### src/rtl/fcvt_i2f_ctrl.sv
// Sequencing controller for FCVT.S.W / FCVT.S.WU around a shared combinational
// unsigned integer-to-float converter: sign/magnitude split, rm resolution, NX and result hold.
module fcvt_i2f_ctrl #(
   parameter int unsigned ID_W = 5
) (
   input  logic            clk,
   input  logic            reset,
   input  logic            in_valid,
   output logic            in_ready,
   input  logic [31:0]     in_src,
   input  logic            in_signed,
   input  logic [2:0]      in_rm,
   input  logic [ID_W-1:0] in_rd,
   input  logic [2:0]      frm,
   input  logic            flush,
   output logic [31:0]     cvt_int,
   output logic [2:0]      cvt_rm,
   input  logic [31:0]     cvt_result,
   output logic            out_valid,
   input  logic            out_ready,
   output logic [31:0]     out_result,
   output logic            out_nx,
   output logic            out_illegal,
   output logic [ID_W-1:0] out_rd
);

   localparam int unsigned XW  = 32;
   localparam int unsigned RMW = 3;
   localparam int unsigned SIG_W = 24;

   localparam logic [RMW-1:0] RM_RDN = 3'b010;
   localparam logic [RMW-1:0] RM_RUP = 3'b011;
   localparam logic [RMW-1:0] RM_DYN = 3'b111;

   typedef enum logic [1:0] {IDLE, CONV, DONE} state_t;

   state_t state, next_state;

   logic           neg_q, ill_q;
   logic           in_neg_c, in_ill_c;
   logic [XW-1:0]  in_mag_c;
   logic [RMW-1:0] eff_rm_c, conv_rm_c;
   logic [XW-1:0]  smear_c;
   logic           nx_c;
   logic           accept_c, capture_c, in_ready_d, out_valid_d;
   logic           unused_c;

   // Converter output is always non-negative; its sign bit carries no information.
   assign unused_c = cvt_result[XW-1];

   // Operand preparation: sign/magnitude split and rounding-mode resolution.
   always_comb begin
      in_neg_c  = in_signed & in_src[XW-1];
      in_mag_c  = in_neg_c ? (~in_src + XW'(1)) : in_src;
      eff_rm_c  = (in_rm == RM_DYN) ? frm : in_rm;
      in_ill_c  = (eff_rm_c == 3'b101) || (eff_rm_c == 3'b110) || (eff_rm_c == 3'b111);
      conv_rm_c = eff_rm_c;
      // Directed modes flip when rounding a magnitude that will be negated.
      if (in_neg_c && (eff_rm_c == RM_RDN)) conv_rm_c = RM_RUP;
      if (in_neg_c && (eff_rm_c == RM_RUP)) conv_rm_c = RM_RDN;
   end

   // NX: any set bit below the 24 significant bits that start at the MSB.
   always_comb begin
      smear_c = cvt_int;
      smear_c = smear_c | (smear_c >> 1);
      smear_c = smear_c | (smear_c >> 2);
      smear_c = smear_c | (smear_c >> 4);
      smear_c = smear_c | (smear_c >> 8);
      smear_c = smear_c | (smear_c >> 16);
      nx_c    = |(cvt_int & (smear_c >> SIG_W));
   end

   always_ff @(posedge clk) begin
      if (reset) state <= IDLE;
      else       state <= next_state;
   end

   always_comb begin
      next_state = state;
      case (state)
         IDLE:    if (in_valid) next_state = CONV;
         CONV:    next_state = DONE;
         DONE:    if (out_ready) next_state = IDLE;
         default: next_state = IDLE;
      endcase
      if (flush) next_state = IDLE;
   end

   always_comb begin
      accept_c    = 1'b0;
      capture_c   = 1'b0;
      in_ready_d  = (next_state == IDLE);
      out_valid_d = (next_state == DONE);
      if ((state == IDLE) && in_valid && !flush) accept_c  = 1'b1;
      if ((state == CONV) && !flush)             capture_c = 1'b1;
   end

   always_ff @(posedge clk) begin
      if (reset) begin
         in_ready    <= 1'b1;
         out_valid   <= 1'b0;
         out_result  <= '0;
         out_nx      <= 1'b0;
         out_illegal <= 1'b0;
         out_rd      <= '0;
         cvt_int     <= '0;
         cvt_rm      <= '0;
         neg_q       <= 1'b0;
         ill_q       <= 1'b0;
      end else begin
         in_ready  <= in_ready_d;
         out_valid <= out_valid_d;
         if (accept_c) begin
            cvt_int <= in_mag_c;
            cvt_rm  <= conv_rm_c;
            neg_q   <= in_neg_c;
            ill_q   <= in_ill_c;
            out_rd  <= in_rd;
         end
         if (capture_c) begin
            out_result  <= ill_q ? '0 : {neg_q, cvt_result[XW-2:0]};
            out_nx      <= !ill_q && nx_c;
            out_illegal <= ill_q;
         end
      end
   end

endmodule

### config.mk
export PLATFORM = sky130hd
export DESIGN_NAME = fcvt_i2f_ctrl
export DESIGN_NICKNAME = d
export VERILOG_FILES = /design/src/rtl/fcvt_i2f_ctrl.sv
export SDC_FILE = /design/constraint.sdc
export NUM_CORES = 1
export LEC_CHECK = 0
export CAP_MARGIN = 10
export CORE_MARGIN = 4
export CORE_UTILIZATION = 35
export DETAILED_ROUTE_END_ITERATION = 6
export PLACE_DENSITY = 0.65
export SKIP_LAST_GASP = 1
export SYNTH_ARGS = -nofsm -noshare
export SYNTH_HDL_FRONTEND = slang
export SYNTH_SLANG_ARGS = --single-unit
### constraint.sdc
create_clock -name clk -period 3.6 [get_ports clk]
set_clock_uncertainty 0.1 [all_clocks]
set_input_delay 0.72 -clock clk [delete_from_list [all_inputs] [get_ports clk]]
set_output_delay 0.72 -clock clk [all_outputs]
set_load 0.01 [all_outputs]
==> impl_results.md, run 1 <==
- Syn_area_per_cell: 8.297 µm²
- Root buf cell: clkbuf_8
- Syn_nets: 532
- Total of cells resized after clock tree synthesis: 0
- First-pass GRT wire length: 18950 µm
- Largest net degree at the start of global routing: 37
- GP Congestion: 0.7683
- Clk buf depth: 2
- Syn-to-layout area delta: 50.07%
- Critical path class: primary input to register
- Crit share post-route: about four fifths
- Fmax: roughly 340 MHz
- CTS Sinks: 80
- Number of synthesized register bits: 80
- Async SR Flop Fraction: 0%
- DRT Pass-1 Iters: 4
- Die area: 12380 µm²
- Hold buffer count at CTS: 0
- Cell Chain, Critical Path: clkdlybuf4s50_1, inv_1, ha_1, or3b_2, nor3_2, a31oi_1, nor4b_1, a211o_1
- CTS tree: built
- Tightest Pin Transition: 994.0 ps
- Static Leak: 1.870 nW
- Clk_lat worst skew: about 340 ps
- Final setup TNS: 0 ps
- Share of the synthesized area in the top cell type: between 40% and 50%
- VDD IR max: approximately 0.21 mV
- All-Layer GR Usage: 18.34%
- Critical path endpoint category: register
- Ant. Diodes: 0
- Hold WC Path Type: register to register
- Setup repair bufs after CTS: 0
- Post-DP HPWL: 8585 µm
- Tmin final: 2900 ps
- Pwr Density: 347.5 nW/µm²
- Worst-path cell with the longest stage delay: or3b_2
- Iteration-0 DRC Markers: 285
- Post-Route WL: 11700 µm
- Final net count: slightly below 700
- H-tree levels: 3
- Synth area leader: dfxtp_1
- Count of cell types in the netlist: 39
- Top-count cell post-synth: dfxtp_1
- Top_reg_cell synth: dfxtp_1
- Max-slew violations: 0
- Rows: 37
- Initial core utilization: 36.00%
- Core area: 10370 µm²
- WL/cell: 15.96 µm
- Vias: 3834
- Die W: 111.3 µm
- Share of the yosys chip area belonging to registers: 42.90%
- Startpoint Class: primary input
- Post-Syn Area: 3734 µm²
- Final Hold Viols: 0
- Grt ovf: 0
- CP Data Arrival Time: 3090 ps
- Vias in the first global route: 3646
- RSZ-0062 raised after global routing: false
- Port buffer count: between 150 and 200
- CP peak stage delay: 500 ps
- Core Util, Final: between 50% and 60%
- TritonCTS Buffers: 9
- Synth warn: 0
- Worst path required time: roughly 3800 ps
- Crit-path max FO: 8
- Post-synth EDFFs: 0
- Via density: 5.231
- Final setup violation count: 0
- Run status: finished clean
- Routed Antenna Nets: 0
- Die height: roughly 110 µm
- DRC viols: 0
- Mapped Cells: 450
- Max cap viols: 0
- Layout cells sized above 1: 5.360%
- Commonest cells post-synth: dfxtp_1, nand2_1, a21oi_1, nor2_1, nand3b_1
- Largest cells by area after synthesis: dfxtp_1, a21oi_1, nand3b_1
- Initial antenna violation count: 0
- I/O pin count: 157
- Max-slew headroom: 33.65%
- Worst-path clk slew: roughly 90 ps
where the power goes:
group          switching (mW)  internal (mW)
Sequential             0.0305          0.922
Clock                   0.346          0.277
Combinational           0.167          0.205
Total                   0.543           1.40
critical path: cells and delay by family:
kind / cells / cell delay, ps
adders and majority gates: 1 / 180
AOI/OAI and AO/OA: 2 / 380
buffers and inverters: 2 / 570
and+or+nand+nor: 3 / 1240
worst paths after layout:
kind,to,startpoint,slack (ps),cells past startpoint
worst max-delay path,cvt_int[26],in_src[0],700,8
worst min-delay path,out_result[4],out_result[4],350,2
worst max register to register,cvt_int[29],state[1],1370,5
worst min register to register,out_result[4],out_result[4],350,2
layer usage:
| layer | global-route usage, % | share of wire [%] |
|---|---|---|
| met1 | 24.61 | 46 |
| met2 | 28.83 | 45 |
| met3 | 5.731 | 7.5 |
| met4 | 4.380 | 1.2 |
| met5 | 0 | 0 |
placed cells by master, fill, tap and decap left out, types with 2 or more instances in the layout:
master	n
buf_4	8
a41oi_1	5
or4_1	7
or3b_2	2
dfxtp_1	80
mux2i_1	2
nor2b_1	2
inv_6	2
clkbuf_8	10
xor2_1	11
xnor2_1	13
a311oi_1	2
o21ai_0	10
a31oi_1	9
nand2_1	57
nor4b_1	2
nand3b_1	34
o31ai_1	4
nor3_1	13
nand4_1	3
a211o_1	2
inv_1	5
and3_1	2
a211oi_1	23
clkinv_4	2
nor3b_1	5
a22o_1	4
a21oi_1	52
o41ai_1	2
and4_1	2
nor4_1	9
clkinvlp_4	2
nor2_1	41
or3_1	5
clkdlybuf4s50_1	154
flip-flops by register name, summed over array words and instances (netlist names), 2 cells and up:
| register | cells |
|---|---|
| out_result | 32 |
| state | 2 |
| cvt_rm | 3 |
| out_rd | 5 |
| cvt_int | 32 |
cells by family after synthesis:
group | Yosys count | share of synthesized area, %
AND/OR/NAND/NOR | 190 | 27.48
AO/OA/AOI/OAI | 115 | 19.24
flip-flops | 80 | 42.90
buffers and inverters | 38 | 3.887
XOR/XNOR | 24 | 5.630
multiplexers | 2 | 0.5362
adder cells (fa/ha/maj) | 1 | 0.3351
area by class of cell:
type / count / area [µm²]
Clock buffer: 10 / 137.6
Multi-Input combinational cell: 332 / 1998
Timing Repair Buffer: 164 / 1627
Fill cell: 991 / 4767
Sequential cell: 80 / 1602
Clock inverter: 6 / 50.05
Inverter: 5 / 18.77
Tap cell: 136 / 170.2
per-stage QoR:
step / power (mW) / instances / cell area (µm²) / hold slack [ps] / setup slack, ps
floorplan: 1.124 / 450 / 3734 / 336.5 / 1105
global placement: 1.341 / 717 / 5415 / 338.1 / 405.1
detailed placement: 1.346 / 717 / 5415 / 342.6 / 409.5
CTS: 1.977 / 733 / 5603 / 356.3 / 752.3
global route: 2.046 / 733 / 5603 / 372.2 / 535.7
finish: 1.947 / 733 / 5603 / 353.5 / 699.6
No activity file was read; power rests on OpenSTA's default activity.
==> run 2, diff against run 1 <==
PLACE_DENSITY = 0.67   (was 0.65)
clock period = 2.6 ns   (was 3.6 ns; I/O delays follow)
==> impl_results.md, run 2 (synthesized netlist as in run 1, its figures left out) <==
- Total of cells resized after clock tree synthesis: 0
- Run status: finished clean
- Core Util, Final: 56.88%
- Crit path from: in_src[6]
- CTS tree: built
- Core area: 10370 µm²
- FF-to-FF Start: state[1]
- First-pass GRT wire length: slightly below 20000 µm
- Top Registers: cvt_int: 32 flops, out_result: 32 flops, out_rd: 5 flops
- Static Leak: 2.058 nW
- Clk buf depth: 2
- CP peak stage delay: 680 ps
- Post-DP HPWL: 9174 µm
- WL/cell: 15.74 µm
- Hold_sp: out_result[6]
- Vias: 3993
- Worst Hold Depth: 2
- Die W: 111.3 µm
- Multi-input gate area: 1998 µm²
- Iteration-0 DRC Markers: between 300 and 400
- Max-slew violations: 0
- All-Layer GR Usage: 18.76%
- R2r endpoint: cvt_int[17]
- Grt ovf: 0
- Final setup TNS: 0 ps
- I/O pin count: between 150 and 200
- Post-Route WL: 12090 µm
- Critical path class: primary input to register
- Max-slew headroom: 38.82%
- Initial antenna violation count: 0
- Fill cell count: 935
- DRC viols: 0
- RSZ-0062 raised after global routing: false
- Clk_lat worst skew: ~340 ps
- Cell Chain, Critical Path: clkdlybuf4s50_1, or4_1, nor4_4, buf_4, and4_1, mux2i_1, o21ai_0
- Crit-path max FO: 10
- Port buffer count: 155
- Routed Antenna Nets: 0
- Die height: approximately 110 µm
- Buf/Inv on CP: 2
- GP Congestion: 0.8561
- Worst path required time: 2720 ps
- Syn-to-layout area delta: 57.98%
- R2R depth: 5
- Root buf cell: clkbuf_8
- VDD IR max: 0.2222 mV
- DRT Pass-1 Iters: 4
- Commonest non-fill, non-tap cells in the layout: clkdlybuf4s50_1, dfxtp_1, nand2_1
- Die area: 12380 µm²
- Initial core utilization: 36.00%
- Hold WC Path Type: register to register
- Overall Power: 2.890 mW
- Hold Path Sink: out_result[6]
- Crit share post-route: a little over nine tenths
- Tmin final: 2489 ps
- Via density: roughly 5.2
- Commonest non-fill, non-tap cell in the layout: clkdlybuf4s50_1
- Cell family with most CP delay: simple AND/OR/NAND/NOR gates
- Hold slack: 353.4 ps
- Ant. Diodes: 0
- Worst-path clk slew: 90 ps
- TritonCTS Buffers: 9
- Final net count: 709
- Final Hold Viols: 0
- Max cap viols: 0
- Layout cells sized above 1: between 10% and 20%
- Pwr Density: ~490 nW/µm²
- H-tree levels: 3
- CP Data Arrival Time: 2610 ps
- Worst-path cell with the longest stage delay: or4_1
- R2R Setup Slk: 640 ps
- Fmax: 401.8 MHz
- Critical path endpoint category: register
- Startpoint Class: primary input
- CTS Sinks: 80
- Rows: 37
- Vias in the first global route: about 3900
- Final setup violation count: 0
- Largest net degree at the start of global routing: 45
- Tightest Pin Transition: 916.4 ps
- Sequential cell area: 1602 µm²
- Setup repair bufs after CTS: 0
- Hold buffer count at CTS: 0
==> run 2: final cells by class <==
class,count,area share [%]
clock buffer,10,2.164
clock inverter,6,1.570
inverter,5,0.3182
multi-input combinational,332,33.88
sequential,80,27.15
tap,136,2.885
timing repair buffer,199,32.03
==> run 2: metrics by stage <==
step | cell area (µm²) | worst slack [ps] | instances
6_report | 5898 | 111.0 | 768
5_1_grt | 5898 | 22.73 | 768
4_1_cts | 5898 | 144.8 | 768
3_5_place_dp | 5678 | -212.4 | 752
3_3_place_gp | 5678 | -213.9 | 752
2_1_floorplan | 3734 | 305.0 | 450
==> run 2: power breakdown <==
part           internal, mW  switching (mW)
Clock                 0.548           0.471
Combinational         0.310           0.239
Sequential             1.28          0.0439
Total                  2.14           0.754
==> run 2: worst max-delay path by stage <==
stage               slack [ps]  depth (start not counted)     endpoint
detailed placement        -210                          6  cvt_int[13]
CTS                        140                          7  cvt_int[27]
finish                     110                          7  cvt_int[27]
floorplan                  300                          6  cvt_int[27]
global placement          -210                          6  cvt_int[13]
global route                20                          7  cvt_int[28]
==> run 2: routing by layer <==
layer	track usage [%]	share of wire, %
met5	0	0
met4	4.136	0.65
met3	5.022	7.0
met2	31.68	47
met1	23.98	45
==> run 2: worst min-delay path, cell delays in order (launching register included) <==
cell and delay [ps]:
dfxtp_1 320, nand2_1 50, a21oi_1 50
